[src/rtl/filter_ctl_packer.sv]
// filter_ctl_packer: gathers a stream of filter_ctl_t entries into one
// packed NUM_ENTRIES-wide frame and hands it off over valid/ready.
module filter_ctl_packer #(
    parameter int                 ENTRY_W     = 10,
    parameter int                 NUM_ENTRIES = 2,
    parameter logic [ENTRY_W-1:0] PAD         = '0
) (
    input  logic                               clk,
    input  logic                               rst_n,
    input  logic                               in_valid,
    output logic                               in_ready,
    input  logic [ENTRY_W-1:0]                 in_data,
    input  logic                               in_last,
    output logic                               out_valid,
    input  logic                               out_ready,
    output logic [NUM_ENTRIES*ENTRY_W-1:0]     out_data,
    output logic [$clog2(NUM_ENTRIES+1)-1:0]   out_count
);

    localparam int IDX_W = $clog2(NUM_ENTRIES);
    localparam int CNT_W = $clog2(NUM_ENTRIES + 1);
    localparam int FRM_W = NUM_ENTRIES * ENTRY_W;
    localparam logic [FRM_W-1:0] PAD_FRAME = {NUM_ENTRIES{PAD}};

    typedef enum logic {FILL, HOLD} state_e;

    state_e           state_q;
    logic [IDX_W-1:0] idx_q;
    logic [FRM_W-1:0] acc_q;
    logic [FRM_W-1:0] acc_d;
    logic [FRM_W-1:0] out_data_q;
    logic [CNT_W-1:0] out_count_q;
    logic             out_valid_q;
    logic             accept;
    logic             done;

    // out_ready feeds in_ready combinationally so HOLD can retire a frame
    // and take the first entry of the next one in the same cycle.
    assign in_ready = (state_q == FILL) || out_ready;
    assign accept   = in_valid && in_ready;
    assign done     = (idx_q == IDX_W'(NUM_ENTRIES - 1)) || in_last;

    assign out_valid = out_valid_q;
    assign out_data  = out_data_q;
    assign out_count = out_count_q;

    always_comb begin
        acc_d = acc_q;
        for (int i = 0; i < NUM_ENTRIES; i++) begin
            if (idx_q == IDX_W'(i)) begin
                acc_d[i*ENTRY_W +: ENTRY_W] = in_data;
            end
        end
    end

    // While in HOLD, idx_q is 0 and acc_q is all PAD, so an entry taken
    // during the handshake goes through the same path as one in FILL.
    always_ff @(posedge clk or negedge rst_n) begin
        if (!rst_n) begin
            state_q     <= FILL;
            idx_q       <= '0;
            acc_q       <= PAD_FRAME;
            out_data_q  <= PAD_FRAME;
            out_count_q <= '0;
            out_valid_q <= 1'b0;
        end else begin
            if (state_q == HOLD && out_ready) begin
                state_q     <= FILL;
                out_valid_q <= 1'b0;
            end
            if (accept) begin
                if (done) begin
                    out_data_q  <= acc_d;
                    out_count_q <= CNT_W'(idx_q) + CNT_W'(1);
                    out_valid_q <= 1'b1;
                    state_q     <= HOLD;
                    idx_q       <= '0;
                    acc_q       <= PAD_FRAME;
                end else begin
                    acc_q <= acc_d;
                    idx_q <= idx_q + IDX_W'(1);
                end
            end
        end
    end

endmodule
[config.mk]
export PLATFORM = sky130hd
export DESIGN_NAME = filter_ctl_packer
export DESIGN_NICKNAME = d
export VERILOG_FILES = /design/src/rtl/filter_ctl_packer.sv
export SDC_FILE = /design/constraint.sdc
export NUM_CORES = 1
export LEC_CHECK = 0
export CAP_MARGIN = 20
export CORE_UTILIZATION = 57
export CTS_BUF_LIST = sky130_fd_sc_hd__clkbuf_8
export DETAILED_ROUTE_END_ITERATION = 7
export PLACE_DENSITY = 0.87
export SYNTH_ARGS = -nofsm -noshare
export SYNTH_HDL_FRONTEND = slang
export SYNTH_SLANG_ARGS = --single-unit
[constraint.sdc]
create_clock -name clk -period 2.25 [get_ports clk]
set_clock_uncertainty 0.15 [all_clocks]
set_input_delay 0.45 -clock clk [delete_from_list [all_inputs] [get_ports clk]]
set_output_delay 0.45 -clock clk [all_outputs]
set_load 0.005 [all_outputs]
== Word-level counts from Yosys, hierarchy flattened ==
Cells that the tools add are included.
Word-level totals
  flip-flop bits (word level): 45
  logic and storage cells: 24
  bits of input ports: 15
Cells by class
  reductions and logical operators: 5
  muxes and demuxes: 10
  add/sub/neg operators: 2
  bitwise gates (word level): 1
Operators by type and width (count)
  $mux W10: 2
  $mux W20: 1
  $mux W1: 7
  $add A1 B1 Y2 const B: 1
  $logic_and A1 B1 Y1: 2
  $logic_or A1 B1 Y1: 2
  $reduce_and A2 Y1: 1
  $add A1 B1 Y1 const B: 1
  $not A1 Y1: 1

== Logic depth before layout (Yosys ltp) ==
Gate-level depths: netlist of the first run.
  word-level depth: 4
  mapped depth: 5
  gate-level depth less buffers: 3

== Worst setup path before layout of the first run ==
Ideal clock, no wire load.
  path kind: input -> register
  start point: input port out_ready
  end point: register out_data_q[3], in the netlist out_data[3]
  data required time: 1975 ps
  setup time: 125 ps
  setup slack: 698 ps
  arrival: 1277 ps
  stages on the path: 4
  cell sequence: nand2b_1 > nand3b_4 > buf_4 > mux2_4
On the way
  longest elaborated chain between the ends: 3
Ends and longest elaborated chain
  start, declared: RTL line 15  | input logic out_ready,
  $logic_or A1 B1 Y1: RTL line 39  | assign in_ready = (state_q == FILL) || out_ready;
  $logic_and A1 B1 Y1: RTL line 40  | assign accept = in_valid && in_ready;
  $reduce_and A2 Y1 (no line)
  end signal, assigned: RTL line 63  | out_data_q <= PAD_FRAME;
  end signal, assigned: RTL line 73  | out_data_q <= acc_d;
  end, declared: RTL line 31  | logic [FRM_W-1:0] out_data_q;
No other way between the ends.
A chain may end at the register's enable or synchronous reset.

== Worst setup path in the final report of the first run ==
  start point: input port out_ready
  end point: output port in_ready
On the way
  longest elaborated chain between the ends: 1
Ends and longest elaborated chain
  $logic_or A1 B1 Y1: RTL line 39
  end, declared: RTL line 11  | output logic in_ready,
No other way between the ends.

==> impl_metrics.csv, run 1 <==
group,metric,value,unit
status,status,"completed",
flow_run,cap_violations,0,
setup_path,path_max_fanout,2,
synth,synth-main-ff-cell,"dfrtp_1",
setup_path,cp-start-kind,"input port",
floorplanning,core-area,3340,sq um
setup_path,endpoint,"in_ready",
cts,clkTransAtPathRegs,70,ps
setup_path,required,1650,ps
sta,slew_headroom,74.2,%
drt,dr.pass1.iters,4,
setup_path,cp_common_cell,"clkdlybuf4s50_1",
synth,synthCells,147,
layout,layout.cells.non_filler,238,
cts,root_buffer,"clkbuf_8",
drt,wl,3.51,mm
power_and_ir_drop,leakagePower,1.22,nW
synth,synth-edff-count,0,
setup_path,critPathSlowestCell,"clkdlybuf4s50_1",
setup_path,regToRegEndpoint,"out_data[1]",
synth,synth_warnings,0,
layout,final_nets,206,
sta,fmax,460,MHz
floorplanning,die_h,61.1,microns
sta,drv_slew,0,
setup_path,critPathArrivalTime,1580,ps
floorplanning,die_w,61.1,microns
drt,drtIter0Drc,38,
power_and_ir_drop,ir_drop,0.525,mV
cts,htree_levels,2,
setup_path,critPathKind,"in2out",
sta,hold_ws,325,ps
sta,timing.setup.tns,0,ps
cts,post_cts_buffers,0,
cts,cts_made_buffers,5,
setup_path,end_kind,"output port",
sta,fin_crit,2180,ps
place,portBuffers,38,
global_route,grt_pass1_vias,1278,
global_route,antenna_found_initial,0,
synth,synth_commonest_cells,"45 x dfrtp_1, 15 x mux2_1, 15 x mux2_4",
place,place_hpwl,2.47,mm
synth,ys_seq_elements,45,
floorplanning,initial_utilization,59.6,%
floorplanning,num_rows,21,
layout,drive_gt1_share,21.4,%
synth,synth_area_leaders,"dfrtp_1 57%, mux2_4 11%, mux2_1 8.5%, mux2_2 5.7%, and2_1 3.5%",
global_route,grt_pass1_wl,5.75,mm
floorplanning,dieArea,3730,sq um
synth,synth.most_common_cell,"dfrtp_1",
synth,synth_cell_types,19,
sta,fin_ws,74.0,ps
power_and_ir_drop,p_per_area,861,nW/um^2
synth,ys_seq_area_share,56.6,%
layout,n_fill_cell,227,
global_route,grt_max_degree,45,
drt,ant_nets,0,
setup_path,crit_path_start,"out_ready",
sta,worst_slew_pin_slew,388,ps
setup_path,r2r_setup_slack,580,ps
synth,syn_avg_cell_area,13.5,sq um
sta,finalHoldViolations,0,
hold_path,worstHoldPathType,"in2async",
place,post-place-ws,37.3,ps
layout,antenna_cells,0,
global_route,track_usage,21.7,%
synth,synthesis.nets,162,
layout,fin_util,76.5,%
setup_path,critPathMaxStageDelay,500,ps
sta,setup_viol,0,
global_route,grt.overflow.total,0,
cts,clk_latency,290,ps
cts,tritoncts,"yes",
layout,area_growth,28.3,%
floorplanning,io_pins,39,
synth,async_flop_share,100,%
cts,cts.sinks,45,
synth,synth_top_area_share,56.6,%
place,dp_cells,229,
setup_path,critPathBufInv,2,
cts,clk_path_buf_depth,2,
drt,viasPerCell,5.34,
sta,rsz0062_at_grt,"no",
drt,route.detailed.drc,0,
setup_path,path_delay_family,"buffers and inverters",
synth,syn-cell-area,1990,sq um
drt,drt-wirelength-per-cell,14.8,microns
synth,synth_largest_area_cell,"dfrtp_1",
place,gp_congestion,0.752,
sta,fin_crit_sh,96.7,%
setup_path,cp.depth,3,
setup_path,crit_chain,"clkdlybuf4s50_1 -> nand2b_4 -> clkdlybuf4s50_1",
drt,vias,1270,
setup_path,reg2reg_depth,3,
setup_path,r2r-start,"idx_q",
[state kept, by name, indices dropped and copies added, names as in the netlist]
name,count
out_count,2
out_data,20
state_q,1
idx_q,1
acc_q,20
out_valid,1
[worst min path at each step]
stage	startpoint	endpoint	slack [ps]	cells after the start
3_3_place_gp	rst_n	out_data[14]	100	1
3_5_place_dp	rst_n	out_data[14]	100	1
5_1_grt	out_valid	out_valid	350	2
6_report	rst_n	out_data[14]	320	2
4_1_cts	rst_n	out_data[14]	320	2
2_1_floorplan	rst_n	acc_q[0]	4	0
[stage by stage]
step | area [sq um] | power, mW
3_5_place_dp | 2450 | 1.77
6_report | 2550 | 2.20
3_3_place_gp | 2450 | 1.74
5_1_grt | 2550 | 2.32
4_1_cts | 2540 | 2.22
2_1_floorplan | 1990 | 1.40
[per-layer routing]
layer,part of all wire (%),track usage (%),vias to the layer above
met1,44,29.5,629
met4,1.3,8.44,0
met2,49,34.2,45
met3,5.8,5.25,5
met5,0,0,-
li1,-,-,591
[worst reg2reg max path, cell delays in order (launching register included)]
cell and delay [ps]:
dfrtp_1 550, buf_4 250, mux2_2 350, mux2_4 260
[kinds of logic (layout without fill, tap and decap cells)]
group | Yosys count | after routing | share of synthesized area, %
AO/OA/AOI/OAI | 13 | 13 | 3.71
buffers and inverters | 21 | 66 | 5.35
flip-flops | 45 | 45 | 56.6
multiplexers | 40 | 40 | 25.5
AND/OR/NAND/NOR | 28 | 28 | 8.87
[report_power, final]
group / switching, mW / internal, mW / total (mW)
Combinational: 0.221 / 0.475 / 0.696
Clock: 0.241 / 0.207 / 0.448
Sequential: 0.0952 / 0.959 / 1.05
[layout by cell type (no fill, tap or decap), drive strengths merged]
cell           instances
nor2                   1
o21a                   1
inv                   14
mux2                  40
nand2b                 1
nand2                  4
nand4                 10
and2                  11
dfrtp                 45
nand3b                 1
buf                    9
dlygate4sd3            1
clkbuf                 5
a22o                   1
clkdlybuf4s50         37
o21ai                 10
a22oi                  1
[what timing repair did]
item | in CTS | in global routing
hold buffers | 1 | 0
gates resized for setup | 0 | 1
setup endpoints to repair | 0 | 1
hold endpoints to repair | 1 | 0
[area by class of cell]
cell class / instances / area (sq um) / area share, %
Sequential cell: 45 / 1130 / 44.1
Clock buffer: 5 / 68.8 / 2.70
Clock inverter: 3 / 11.3 / 0.441
Tap cell: 46 / 57.6 / 2.25
Inverter: 11 / 41.3 / 1.62
Timing Repair Buffer: 47 / 483 / 18.9
Multi-Input combinational cell: 81 / 764 / 30.0
Note: power is estimated with default switching activity, not from simulation.
==> inputs of run 2 (changes only) <==
CORE_ASPECT_RATIO = 1.4   (was not set)
==> run 2 against run 1 <==
Global-route usage rose by 2.4 points. Register-to-register slack improved by 90 ps. Setup slack improved by 12 ps. Critical path type unchanged. Total power rose by 3.5%. Sequential share of layout area rose by 0.24 points.
==> impl_metrics.csv, run 2 (same netlist as run 1, synthesis figures left out) <==
group,metric,value,unit
sta,fmax,462,MHz
floorplanning,dieArea,3730,sq um
sta,worst_slew_pin_slew,541,ps
place,dp_cells,223,
drt,viasPerCell,5.45,
place,placed_cell_area,2430,sq um
hold_path,worstHoldPathType,"in2async",
global_route,grt_pass1_wl,6.55,mm
drt,vias,1259,
drt,wl,3.81,mm
setup_path,path_max_fanout,2,
sta,rsz0062_at_grt,"no",
sta,fin_crit_sh,96.2,%
layout,layout.cells.non_filler,231,
setup_path,cp.depth,3,
global_route,grt_max_degree,46,
layout,area_growth,27.6,%
flow_run,cap_violations,0,
cts,holdBufCountCts,0,
drt,route.detailed.drc,0,
sta,drv_slew,0,
sta,fin_crit,2160,ps
setup_path,endpoint,"in_ready",
power_and_ir_drop,leakagePower,1.21,nW
power_and_ir_drop,finalPower,2.27,mW
layout,n_fill_cell,210,
power_and_ir_drop,ir_drop,0.668,mV
layout,final_cell_mix,"45 x dfrtp_1, 37 x clkdlybuf4s50_1, 15 x mux2_1, 15 x mux2_4",
layout,final_nets,205,
place,gp_congestion,0.815,
cts,cts.sinks,45,
floorplanning,num_rows,25,
sta,setup_viol,0,
floorplanning,initial_utilization,59.4,%
sta,slew_headroom,63.9,%
setup_path,r2r_setup_slack,670,ps
setup_path,r2r-start,"state_q",
setup_path,critPathSlowestCell,"clkdlybuf4s50_1",
drt,ant_nets,0,
setup_path,cp_common_cell,"clkdlybuf4s50_1",
global_route,grt.overflow.total,0,
cts,root_buffer,"clkbuf_8",
setup_path,reg2reg_depth,5,
setup_path,regToRegEndpoint,"out_data[2]",
layout,drive_gt1_share,23.0,%
global_route,grt_pass1_vias,1361,
floorplanning,core-area,3350,sq um
setup_path,cp-start-kind,"input port",
sta,finalHoldViolations,0,
floorplanning,io_pins,39,
cts,tritoncts,"yes",
setup_path,crit_chain,"clkdlybuf4s50_1 -> nand2b_4 -> clkdlybuf4s50_1",
floorplanning,die_h,71.9,microns
setup_path,critPathKind,"in2out",
cts,clkTransAtPathRegs,80,ps
drt,drtIter0Drc,10,
cts,clk_latency,300,ps
place,place_hpwl,2.61,mm
cts,htree_levels,2,
drt,drt-wirelength-per-cell,16.5,microns
place,portBuffers,38,
layout,antenna_cells,0,
global_route,antenna_found_initial,0,
sta,timing.setup.tns,0,ps
floorplanning,die_w,51.9,microns
setup_path,required,1650,ps
cts,clk_path_buf_depth,2,
setup_path,crit_path_start,"out_ready",
setup_path,critPathArrivalTime,1560,ps
layout,layout_commonest_cell,"dfrtp_1",
layout,final_area,2540,sq um
setup_path,end_kind,"output port",
setup_path,critPathBufInv,2,
drt,dr.pass1.iters,4,
status,status,"completed",
cts,cts_made_buffers,5,
global_route,track_usage,24.1,%
power_and_ir_drop,p_per_area,896,nW/um^2
setup_path,critPathMaxStageDelay,490,ps
setup_path,path_delay_family,"buffers and inverters",
layout,fin_util,75.9,%
## run 2: area by class of cell
class	instances	area, sq um	area share [%]
Sequential cell	45	1130	44.4
Multi-Input combinational cell	81	764	30.1
Timing Repair Buffer	46	460	18.1
Clock buffer	6	82.6	3.25
Tap cell	40	50.0	1.97
Inverter	11	41.3	1.63
Clock inverter	2	13.8	0.542
## run 2: worst min-delay path by stage
| stage | cells past startpoint | endpoint | startpoint |
|---|---|---|---|
| floorplan | 0 | acc_q[0] | rst_n |
| global placement | 2 | out_valid | out_valid |
| detailed placement | 1 | acc_q[15] | acc_q[15] |
| CTS | 2 | acc_q[6] | rst_n |
| global route | 2 | acc_q[16] | rst_n |
| finish | 2 | out_data[16] | rst_n |
## run 2: through the flow
stage	hold WS (ps)	worst slack, ps
after floorplan	4.41	698
after global placement	308	26.0
after detailed placement	313	42.8
after CTS	74.4	29.0
after global routing	107	44.6
final	61.3	86.3
## run 2: layer usage
metal,share of wire [%],up-vias,GRT usage [%]
met2,52,29,37.9
met4,1.9,0,11.7
met3,3.4,5,5.45
met1,42,635,31.2
met5,0,-,0
li1,-,590,-
## run 2: repair_timing
action | 4_1_cts | 5_1_grt
gates resized for setup | 0 | 1
hold endpoints to repair | 0 | 0
buffers inserted | 0 | 0
setup endpoints to repair | 0 | 1
## run 2: where the power goes
| part | total [mW] | switching (mW) | leakage [nW] | internal, mW |
|---|---|---|---|---|
| clock network | 0.519 | 0.270 | 0.0512 | 0.249 |
| logic | 0.706 | 0.234 | 0.574 | 0.472 |
| registers | 1.05 | 0.0915 | 0.587 | 0.959 |
## run 2: worst reg2reg max path, stage by stage (launching register included)
cell      delay, ps
dfrtp_1         410
nand2b_4         90
buf_4           200
nand3b_4        120
buf_12          190
mux2_4          300
